File: src/rtl/mips_bus_pkg.sv
// ----------------------------------------------------------------------------
// mips_bus_pkg : shared types for the CPU-to-bus bridges.  Rev 1.0
// ----------------------------------------------------------------------------
`default_nettype none

package mips_bus_pkg;

  typedef enum logic [1:0] {
    IDLE = 2'd0,
    BUSY = 2'd1,
    DONE = 2'd2
  } bridge_state_t;

  localparam logic [3:0] BYTEEN_ALL = 4'b1111;

endpackage

`default_nettype wire

File: src/rtl/bus_watchdog.sv
// ----------------------------------------------------------------------------
// bus_watchdog : saturating wait counter, expired at TIMEOUT_CYCLES-1.  Rev 1.0
// ----------------------------------------------------------------------------
`default_nettype none

module bus_watchdog #(
  parameter int TIMEOUT_CYCLES = 64
) (
  input  logic clk,
  input  logic reset,
  input  logic clear,
  input  logic count_en,
  output logic expired
);

  localparam int             c_WIDTH = $clog2(TIMEOUT_CYCLES) + 1;
  localparam logic [c_WIDTH-1:0] c_LAST = c_WIDTH'(TIMEOUT_CYCLES - 1);

  logic [c_WIDTH-1:0] r_count;

  // Holds at the terminal value instead of wrapping.
  always_ff @(posedge clk) begin
    if (!reset) begin
      r_count <= '0;
    end else if (clear) begin
      r_count <= '0;
    end else if (count_en && (r_count != c_LAST)) begin
      r_count <= r_count + c_WIDTH'(1);
    end
  end

  assign expired = (r_count == c_LAST);

endmodule

`default_nettype wire

File: src/rtl/mips_data_bus_bridge.sv
// ----------------------------------------------------------------------------
// mips_data_bus_bridge : CPU data port to waitrequest bus, with stall,
// watchdog and protocol error flags.  Rev 1.0
// ----------------------------------------------------------------------------
`default_nettype none

module mips_data_bus_bridge
  import mips_bus_pkg::*;
#(
  parameter int          TIMEOUT_CYCLES = 64,
  parameter logic [31:0] TIMEOUT_DATA   = 32'hDEADBEEF
) (
  input  logic        clk,
  input  logic        reset,
  input  logic [31:0] cpu_address,
  input  logic        cpu_read,
  input  logic        cpu_write,
  input  logic [31:0] cpu_writedata,
  output logic [31:0] cpu_readdata,
  output logic        cpu_stall,
  output logic [31:0] avm_address,
  output logic        avm_read,
  output logic        avm_write,
  output logic [31:0] avm_writedata,
  output logic [3:0]  avm_byteenable,
  input  logic        avm_waitrequest,
  input  logic [31:0] avm_readdata,
  output logic        err_timeout,
  output logic        err_proto
);

  bridge_state_t r_state;
  bridge_state_t w_next;

  logic [31:0] r_addr;
  logic [31:0] r_wdata;
  logic [31:0] r_rdata;
  logic        r_is_read;
  logic        r_err_timeout;
  logic        r_err_proto;

  logic w_req;
  logic w_busy;
  logic w_stall;
  logic w_expired;
  logic w_wd_clear;
  logic w_wd_count;

  assign w_req  = cpu_read | cpu_write;
  assign w_busy = (r_state == BUSY);

  assign w_wd_count = w_busy & avm_waitrequest;
  assign w_wd_clear = ~w_busy | ~avm_waitrequest | w_expired;

  bus_watchdog #(
    .TIMEOUT_CYCLES(TIMEOUT_CYCLES)
  ) u_watchdog (
    .clk     (clk),
    .reset   (reset),
    .clear   (w_wd_clear),
    .count_en(w_wd_count),
    .expired (w_expired)
  );

  always_ff @(posedge clk) begin
    if (!reset) begin
      r_state <= IDLE;
    end else begin
      r_state <= w_next;
    end
  end

  always_comb begin
    w_next  = r_state;
    w_stall = 1'b0;
    case (r_state)
      IDLE: begin
        w_stall = w_req;
        if (w_req) begin
          w_next = BUSY;
        end
      end
      BUSY: begin
        w_stall = 1'b1;
        if (!avm_waitrequest || w_expired) begin
          w_next = DONE;
        end
      end
      DONE: begin
        w_next = IDLE;
      end
      default: begin
        w_next = IDLE;
      end
    endcase
  end

  // A simultaneous read+write is flagged and then carried out as a read.
  always_ff @(posedge clk) begin
    if (!reset) begin
      r_addr        <= '0;
      r_wdata       <= '0;
      r_rdata       <= '0;
      r_is_read     <= 1'b0;
      r_err_timeout <= 1'b0;
      r_err_proto   <= 1'b0;
    end else begin
      case (r_state)
        IDLE: begin
          if (w_req) begin
            r_addr    <= {cpu_address[31:2], 2'b00};
            r_wdata   <= cpu_writedata;
            r_is_read <= cpu_read;
            if ((cpu_read && cpu_write) || (cpu_address[1:0] != 2'b00)) begin
              r_err_proto <= 1'b1;
            end
          end
        end
        BUSY: begin
          if (!avm_waitrequest) begin
            if (r_is_read) begin
              r_rdata <= avm_readdata;
            end
          end else if (w_expired) begin
            if (r_is_read) begin
              r_rdata <= TIMEOUT_DATA;
            end
            r_err_timeout <= 1'b1;
          end
        end
        default: begin
        end
      endcase
    end
  end

  assign avm_read       = w_busy & r_is_read;
  assign avm_write      = w_busy & ~r_is_read;
  assign avm_address    = r_addr;
  assign avm_writedata  = r_wdata;
  assign avm_byteenable = (avm_read | avm_write) ? BYTEEN_ALL : 4'b0000;

  // Stall must never freeze the CPU while the system is held in reset.
  assign cpu_stall    = reset ? w_stall : 1'b0;
  assign cpu_readdata = r_rdata;
  assign err_timeout  = r_err_timeout;
  assign err_proto    = r_err_proto;

endmodule

`default_nettype wire

File: config.mk
export PLATFORM = sky130hd
export DESIGN_NAME = mips_data_bus_bridge
export DESIGN_NICKNAME = d
export VERILOG_FILES = /design/src/rtl/mips_bus_pkg.sv /design/src/rtl/bus_watchdog.sv /design/src/rtl/mips_data_bus_bridge.sv
export SDC_FILE = /design/constraint.sdc
export NUM_CORES = 1
export LEC_CHECK = 0
export ABC_AREA = 0
export CORE_ASPECT_RATIO = 0.8
export CORE_MARGIN = 2
export CORE_UTILIZATION = 35
export DETAILED_ROUTE_END_ITERATION = 12
export PLACE_DENSITY = 0.74
export SLEW_MARGIN = 30
export SYNTH_ARGS = -nofsm -noshare
export SYNTH_HDL_FRONTEND = slang
export SYNTH_HIERARCHICAL = 1
export SYNTH_SLANG_ARGS = --single-unit
File: constraint.sdc
create_clock -name clk -period 1.7 [get_ports clk]
set_input_delay 0.425 -clock clk [delete_from_list [all_inputs] [get_ports clk]]
set_output_delay 0.425 -clock clk [all_outputs]
set_load 0.02 [all_outputs]
# --- Yosys cells after proc, flatten, opt, wreduce, memory -nomap -nowiden ---
# Cells that the tools add are included.
totals:
  ff_bits: 106
  inputBits: 101
  out_inout_bits: 105
  word_cells: 51
op_classes:
  add_sub_neg: 1
  n_eq_ne: 7
  mux: 10
  n_bitwise: 11
  reduce_logical: 14
op_table:
  columns: ["op", "n"]
  rows:
  - ["$mux 32", 4]
  - ["$add 7x1->7 const B", 1]
  - ["$eq 7x6->1 const B", 1]
  - ["$ne 7x6->1 const B", 1]
  - ["$reduce_and 3->1", 2]
  - ["$mux 2", 2]
  - ["$mux 4", 1]
  - ["$ne 2x1->1 const B", 2]
  - ["$ne 2x2->1 const B", 2]
  - ["$not 1->1", 4]
  - ["$or 1x1->1", 4]
  - ["$pmux 2 s2", 1]
  - ["$reduce_and 2->1", 2]
  - ["$reduce_and 4->1", 1]
  - ["$reduce_bool 2->1", 2]
  - ["$and 1x1->1", 3]
  - ["$eq 2x1->1 const B", 1]
  - ["$logic_and 1x1->1", 2]
  - ["$logic_not 2->1", 1]
  - ["$logic_or 1x1->1", 2]
  - ["$pmux 1 s2", 1]
  - ["$reduce_or 2->1", 1]
  - ["$logic_not 1->1", 1]
  - ["$mux 1", 1]

# --- Logic depth before layout (Yosys ltp) ---
# Gate-level depths: netlist of run 1.
depth:
  ltp_word: 5
  ltp_mapped: 9
  ltp_nobuf: 8

# --- Modules after synthesis ---
# The synthesis of run 1 kept the hierarchy.
modules_own_cells:
  columns: ["module", "instances", "cells_per_inst", "area_each_um2", "seq_area_each_um2"]
  rows:
  - ["mips_data_bus_bridge", 1, 412, 3883.7, 1981.9]
  - ["bus_watchdog", 1, 37, 342.8, 140.1]

# --- Worst setup path before layout of run 1 ---
# OpenSTA, ideal clock, no wires.
synth_timing:
  path_kind: "in2out"
  from: "input port cpu_read"
  to: "output port cpu_stall"
  t_arrival_ns: 1.427
  t_required_ns: 1.275
  slack_ns: -0.152
  cell_stages: 5
  n_path_buf: 2
  cell_sequence: "or2_2 buf_2 buf_2 nor2_1 nor3b_1"
synth_via:
  elab_chain_cells: 3
synth_rtl:
  columns: ["item", "line_no", "text"]
  rows:
  - ["from (decl)", "mips_data_bus_bridge.sv:16", "input logic cpu_read,"]
  - ["$or 1x1->1", "mips_data_bus_bridge.sv:49", "assign w_req = cpu_read | cpu_write;"]
  - ["$pmux 1 s2", "mips_data_bus_bridge.sv:76", "case (r_state)"]
  - ["$mux 1", "mips_data_bus_bridge.sv:144", "assign cpu_stall = reset ? w_stall : 1'b0;"]
  - ["to (decl)", "mips_data_bus_bridge.sv:20", "output logic cpu_stall,"]
# Every way passes these cells.

# --- Worst setup path in the final report of run 1 ---
layout_timing:
  from: "register u_watchdog.r_count[0]"
  to: "register r_rdata[26] (netlist: cpu_readdata[26])"
layout_via:
  elab_chain_cells: 3
  word_cells_on_any_way: 4
  classes_between: "eq/ne (3); reduce/logical (1)"
layout_rtl:
  columns: ["item", "line_no", "text"]
  rows:
  - ["from (decl)", "bus_watchdog.sv:19", "logic [c_WIDTH-1:0] r_count;"]
  - ["from (signal assigned)", "bus_watchdog.sv:28", "r_count <= r_count + c_WIDTH'(1);"]
  - ["$eq 7x6->1 *", "bus_watchdog.sv:32", "assign expired = (r_count == c_LAST);"]
  - ["net w_expired", "mips_data_bus_bridge.sv:45", "logic w_expired;"]
  - ["$ne 2x2->1 (no line) or $ne 2x1->1 (tied branches)", null, null]
  - ["$reduce_and 4->1 (no line) *", null, null]
  - ["to (signal assigned)", "mips_data_bus_bridge.sv:122", "r_rdata <= avm_readdata;"]
  - ["to (decl)", "mips_data_bus_bridge.sv:37", "logic [31:0] r_rdata;"]
# The timed path passes the listed nets; every way through them passes the cells marked *.
# A chain may end at the register's enable or synchronous reset.

==> results of run 1 <==
==> where the power goes <==
group / switching, W / total [W] / internal [W]
clock network: 0.000952 / 0.00215 / 0.00120
logic: 0.000629 / 0.00118 / 0.000550
registers: 0.0000632 / 0.00269 / 0.00263
total: 0.00164 / 0.00602 / 0.00438
==> through the flow <==
stage	util, %	area [um^2]
after floorplan	-	4250
after global placement	55.3	6450
after detailed placement	55.3	6450
after CTS	57.2	6660
after global routing	57.3	6680
final	57.3	6680
==> worst max-delay path: cells and delay by family, from the launching register on <==
family                   cells  cell delay [ns]
flip-flops                   1             0.35
adder cells (fa/ha/maj)      1             0.17
AND/OR/NAND/NOR              4             0.70
AO/OA/AOI/OAI                1             0.28
buffers and inverters        1             0.04
==> synthesized netlist by cell type (2+ instances only) <==
| library cell | count | area [um^2] |
|---|---|---|
| a211oi_1 | 2 | 15.0 |
| a21boi_0 | 57 | 428 |
| a21boi_1 | 7 | 52.6 |
| a21oi_1 | 2 | 10.0 |
| a31oi_1 | 2 | 12.5 |
| a41oi_1 | 2 | 17.5 |
| and2_1 | 2 | 12.5 |
| buf_2 | 7 | 35.0 |
| buf_4 | 7 | 52.6 |
| buf_6 | 5 | 56.3 |
| clkbuf_1 | 33 | 124 |
| dfxtp_1 | 106 | 2120 |
| inv_1 | 2 | 7.51 |
| mux2i_1 | 2 | 20.0 |
| nand2_1 | 24 | 90.1 |
| nand2b_1 | 3 | 18.8 |
| nand3_1 | 64 | 320 |
| nand3b_1 | 2 | 15.0 |
| nor2_1 | 2 | 7.51 |
| nor2b_1 | 2 | 12.5 |
| nor3_1 | 3 | 15.0 |
| o21ai_0 | 63 | 315 |
| o221a_1 | 22 | 248 |
| o221a_2 | 2 | 22.5 |
| o22ai_1 | 8 | 50.1 |
| or2_2 | 2 | 12.5 |
==> kinds of logic after synthesis <==
group / share of synthesized area (%)
mux: 0.474
fa+ha+maj: 0.296
other cells: 0.0887
simple gates: 13.7
buf+inv: 6.51
flops: 50.2
compound gates: 28.7
==> state kept, by name, indices dropped and copies added (netlist names) <==
signal              count
avm_writedata          32
cpu_readdata           32
r_is_read               1
avm_address            30
err_timeout             1
r_state                 2
u_watchdog/r_count      7
err_proto               1
==> routing by layer <==
metal	wire length, um	track usage (%)	vias up
met1	5770	23.2	1945
li1	-	-	2018
met3	774	5.55	13
met5	0	0	-
met4	155	5.33	0
met2	6040	31.9	140
==> final timing paths <==
| path | from | cells past startpoint | slack, ns | endpoint |
|---|---|---|---|---|
| max | u_watchdog/r_count[0] | 7 | 0.05 | cpu_readdata[26] |
| max reg2reg | u_watchdog/r_count[0] | 7 | 0.05 | cpu_readdata[26] |
| min reg2reg | u_watchdog/r_count[6] | 2 | 0.46 | u_watchdog/r_count[6] |
| min | u_watchdog/r_count[6] | 2 | 0.46 | u_watchdog/r_count[6] |
==> layout make-up <==
cell class	count	area, um^2	area share, %
clock buffers	10	239	3.58
clock inverters	6	73.8	1.11
inverters	2	7.51	0.112
multi-input cells	292	1920	28.7
flip-flops and latches	106	2130	31.8
well taps	148	185	2.77
repair buffers	231	2130	31.9
==> timing repair <==
| action | 4_1_cts | 5_1_grt |
|---|---|---|
| resized for setup | 127 | 12 |
| setup endpoints to repair | 128 | 38 |
| cloned | 1 | 1 |
| pin swaps | 2 | 3 |
| setup buffers | 0 | 3 |
==> flow_metrics.tcl, run 1 <==
set metrics [dict create \
    fin_nets 744 \
    most-common-layout-cells "104 x dfxtp_1, 98 x dlygate4sd2_1, 97 x clkdlybuf4s50_1, 64 x nand3_1, 63 x o21ai_0" \
    rows 35 \
    vias 4116 \
    synth_cell_type_count 42 \
    dpl.hpwl_um 8520 \
    skew_ns 0.00565 \
    globalRouteTotalUtil_pct 18.7 \
    crit_fanout 16 \
    layout.cells.non_filler 795 \
    critPathKind "reg2reg" \
    slew_headroom_pct 54.9 \
    cts_max_level 3 \
    gr-total-overflow 0 \
    final_common_cell "dfxtp_1" \
    first_global_vias 3932 \
    vdd_drop_max_uv 478 \
    ys_seq_area_share_pct 50.2 \
    clock_path_buffers 2 \
    grt_pass1_wl_um 19700 \
    cap_violations 0 \
    holdBufCountCts 0 \
    fp.coreArea_mm2 0.0116 \
    powerDensity_mw_per_mm2 902 \
    hp-class "reg2reg" \
    via_per_inst 5.18 \
    area_growth_pct 58.1 \
    cp-start-kind "flip-flop" \
    drc_errors 0 \
    postRouteAntennaNets 0 \
    worst_path_max_delay_cell "dfxtp_4" \
    clockRootBuffer "clkbuf_16" \
    cts_tree "yes" \
    design_power_total_w 0.00602 \
    dp.cells 774 \
    grt_start_max_net_pins 64 \
    hold_violations 0 \
    synthCells 449 \
    totalWireLength_um 12700 \
    yosys_warnings 6 \
    finalWeightedCongestion 0.796 \
    fin_setup_tns_ns 0 \
    tightest_slew_ns 0.677 \
    crit_chain "ha_4 > and3b_4 > nand2_2 > inv_2 > nand2b_2 > and3_4 > o221a_2" \
    synth_area_per_cell_um2 9.41 \
    slew_violations 0 \
    crit_arrival_ns 1.89 \
    die_y_um 102 \
    synth_seq_cells 106 \
    dieArea_mm2 0.0130 \
    clk_pin_slew_ns 0.07 \
    setup_violations 0 \
    synth_edf_count 0 \
    synth-async-reset-ratio_pct 0 \
    post_drt_wl_per_cell_um 16.0 \
    cts_buffers 9 \
    period_needed_ns 1.65 \
    hold_slack_ns 0.458 \
    synthFlopType "dfxtp_1" \
    start_util_pct 36.3 \
    dr.pass1.iters 5 \
    clock.fmax_ghz 0.604 \
    outcome "finished, final reports clean" \
    fillerInstances 1052 \
    drt_iter0_markers 178 \
    portBuffers 203 \
    insertedDiodeCount 0 \
    period_share_pct 97.3 \
    drive_above_1_share_pct 11.7 \
    slowest_delay_ns 0.35 \
    final.setup.worst_slack_ns 0.0454 \
    insertion_delay_ns 0.34 \
    required_ns 1.93 \
    syn-cell-area_mm2 0.00423 \
    dpl_worst_slack_ns -0.616 \
    antenna_found_initial 0 \
    cts.sinks 106 \
    crit_path_end_kind "flip-flop" \
    io_pins 206 \
    p_leak_nw 2.88 \
    fp.dieW_um 127 \
]
Power figures use the tool's default switching activity.
==> run 2, diff against run 1 <==
Settings changed: CAP_MARGIN from default to 30.
==> results of run 2 <==
No change in the layout: final DEF, timing and power equal those of run 1.
==> run 3, diff against run 2 <==
Settings changed: ABC_AREA 0 to 1, PLACE_DENSITY 0.74 to 0.71.
Clock period 1.7 ns to 1.8 ns, I/O delays scaled along.
==> run 3 against run 2 <==
Against the previous run: first-iteration DRC count decreased by 14%; critical path depth decreased by 6; non-clock buffer count decreased by 11; cell count up 14%; die area fell by 1.6%; hold slack about the same; combinational power rose by 15%; setup slack lost 0.00094 ns; register-to-register slack improved by 0.09 ns; via count rose by 3.9%; largest power group unchanged.
==> flow_metrics.tcl, run 3 <==
set metrics [dict create \
    clockRootBuffer "clkbuf_16" \
    ys_seq_area_share_pct 51.1 \
    die_y_um 101 \
    totalWireLength_um 12200 \
    slew_headroom_pct 55.8 \
    rows 35 \
    synth-compound-area-share_pct 9.88 \
    multiInputGateArea_mm2 0.00166 \
    syn-cell-area_mm2 0.00416 \
    crit_chain "clkdlybuf4s50_1" \
    most-common-layout-cells "192 x nor2_1, 184 x clkdlybuf4s50_1, 106 x dfxtp_1, 54 x o21ai_0, 49 x nand2_1" \
    muxShareOfSynthArea_pct 0 \
    setup_violations 0 \
    crit_path_end_kind "primary output" \
    final.setup.worst_slack_ns 0.0445 \
    rr_startpoint "u_watchdog/r_count[0]" \
    drive_above_1_share_pct 7.00 \
    post_drt_wl_per_cell_um 13.4 \
    synth_edf_count 0 \
    synth_cell_type_count 26 \
    outcome "finished, final reports clean" \
    powerDensity_mw_per_mm2 919 \
    synthCells 558 \
    finalWeightedCongestion 0.790 \
    clock.fmax_ghz 0.570 \
    cts_max_level 3 \
    synth_top_cells_by_count "193 x nor2_1, 106 x dfxtp_1, 54 x o21ai_0, 49 x nand2_1, 37 x inv_1" \
    hold_slack_ns 0.457 \
    crit_fanout 2 \
    drc_errors 0 \
    yosysMostFrequentCell "nor2_1" \
    period_needed_ns 1.76 \
    synth-async-reset-ratio_pct 0 \
    slew_violations 0 \
    io_pins 206 \
    p_leak_nw 2.85 \
    synth_top_family_by_area "simple AND/OR/NAND/NOR gates" \
    path_delay_family "buffers and inverters" \
    design_power_total_w 0.00609 \
    dpl.hpwl_um 8530 \
    period_share_pct 97.5 \
    synth_area_per_cell_um2 7.45 \
    dp.cells 889 \
    synthFlopType "dfxtp_1" \
    fin_util_pct 57.3 \
    drt_iter0_markers 153 \
    hold_start "err_timeout" \
    cp-startpoint "cpu_readdata[27]" \
    postRouteAntennaNets 0 \
    antenna_found_initial 0 \
    grt_setup_unrepaired "true" \
    insertedDiodeCount 0 \
    tightest_slew_ns 0.664 \
    yosys.area_share.adder_pct 0.301 \
    crit_arrival_ns 1.31 \
    vdd_drop_max_uv 450 \
    slowest_delay_ns 0.61 \
    cts_buffers 9 \
    synth_area_leader_cell "dfxtp_1" \
    dieArea_mm2 0.0128 \
    synthSimpleGateAreaFrac_pct 29.2 \
    cap_violations 0 \
    clock_path_buffers 2 \
    insertion_delay_ns 0.33 \
    fp.coreArea_mm2 0.0116 \
    required_ns 1.35 \
    portBuffers 203 \
    yosys.area_share.xor_xnor_pct 0 \
    synth_seq_cells 106 \
    grt_start_max_net_pins 65 \
    vias 4278 \
    clk_pin_slew_ns 0.07 \
    fin_nets 855 \
    gr-total-overflow 0 \
    hold_violations 0 \
    area_growth_pct 59.5 \
    cts.sinks 106 \
    globalRouteTotalUtil_pct 18.3 \
    cp_num_buf_inv 1 \
    via_per_inst 4.73 \
    yosys_warnings 6 \
    dr.pass1.iters 4 \
    skew_ns 0.00690 \
    final_common_cell "nor2_1" \
    synth_top_area_share_pct 51.1 \
    critPathKind "reg2out" \
    grt_pass1_wl_um 19000 \
    regArea_mm2 0.00212 \
    cts_tree "yes" \
    first_global_vias 4004 \
    start_util_pct 35.9 \
    fillerInstances 1042 \
    worst_path_max_delay_cell "clkdlybuf4s50_1" \
    hp-class "reg2reg" \
    post-cts-setup-buffer-count 0 \
    fp.dieW_um 126 \
    synth_area_leaders "dfxtp_1 51%, nor2_1 17%, o21ai_0 6.5%" \
    cp-start-kind "flip-flop" \
    dpl_worst_slack_ns -0.497 \
    layout.cells.non_filler 905 \
]
[run 3: logic make-up after synthesis]
family / Yosys count
compound gates: 81
fa+ha+maj: 1
buf+inv: 78
flops: 106
other cells: 1
simple gates: 291
[run 3: layout make-up]
cell class,instances,share of cell area (%)
multi-input combinational,376,25.1
clock inverter,4,1.13
inverter,40,2.28
sequential,106,32.0
clock buffer,11,3.81
timing repair buffer,220,32.9
tap,148,2.79
[run 3: stage by stage]
| step | cell area, um^2 | setup TNS (ns) |
|---|---|---|
| after floorplan | 4160 | 0 |
| after global routing | 6630 | -0.0184 |
| after CTS | 6620 | -0.0276 |
| final | 6630 | 0 |
| after global placement | 6270 | -36.66 |
| after detailed placement | 6300 | -19.95 |
[run 3: worst min-delay path: cells and delay by family, from the launching register on]
kind / cells / cell delay [ns]
flip-flops: 1 / 0.31
AO/OA/AOI/OAI: 1 / 0.05
buffers and inverters: 1 / 0.05
[run 3: what timing repair did]
action | CTS | global route
gates cloned | 1 | 0
endpoints found under the setup margin | 38 | 15
endpoints found under the hold margin | 0 | 0
hold buffers | 0 | 0
gates resized for setup | 15 | 15
pin swaps | 1 | 0
[run 3: power breakdown]
group	internal (W)	total (W)	switching [W]
logic	0.000649	0.00136	0.000711
clock network	0.00129	0.00212	0.000829
registers	0.00253	0.00262	0.0000899
total	0.00446	0.00609	0.00163
[run 3: worst paths after layout]
check | endpoint | slack [ns] | cells after the start
worst max-delay path | cpu_readdata[27] | 0.04 | 1
worst min-delay path | err_timeout | 0.46 | 2
worst max register to register | u_watchdog/r_count[6] | 0.14 | 10
worst min register to register | err_timeout | 0.46 | 2
[run 3: metal layers]
layer / vias up / wire length [um] / global-route usage, %
li1: 2131 / - / -
met3: 21 / 1140 / 7.45
met1: 1958 / 5320 / 21.3
met4: 0 / 230 / 6.59
met5: - / 0 / 0
met2: 168 / 5470 / 30.7
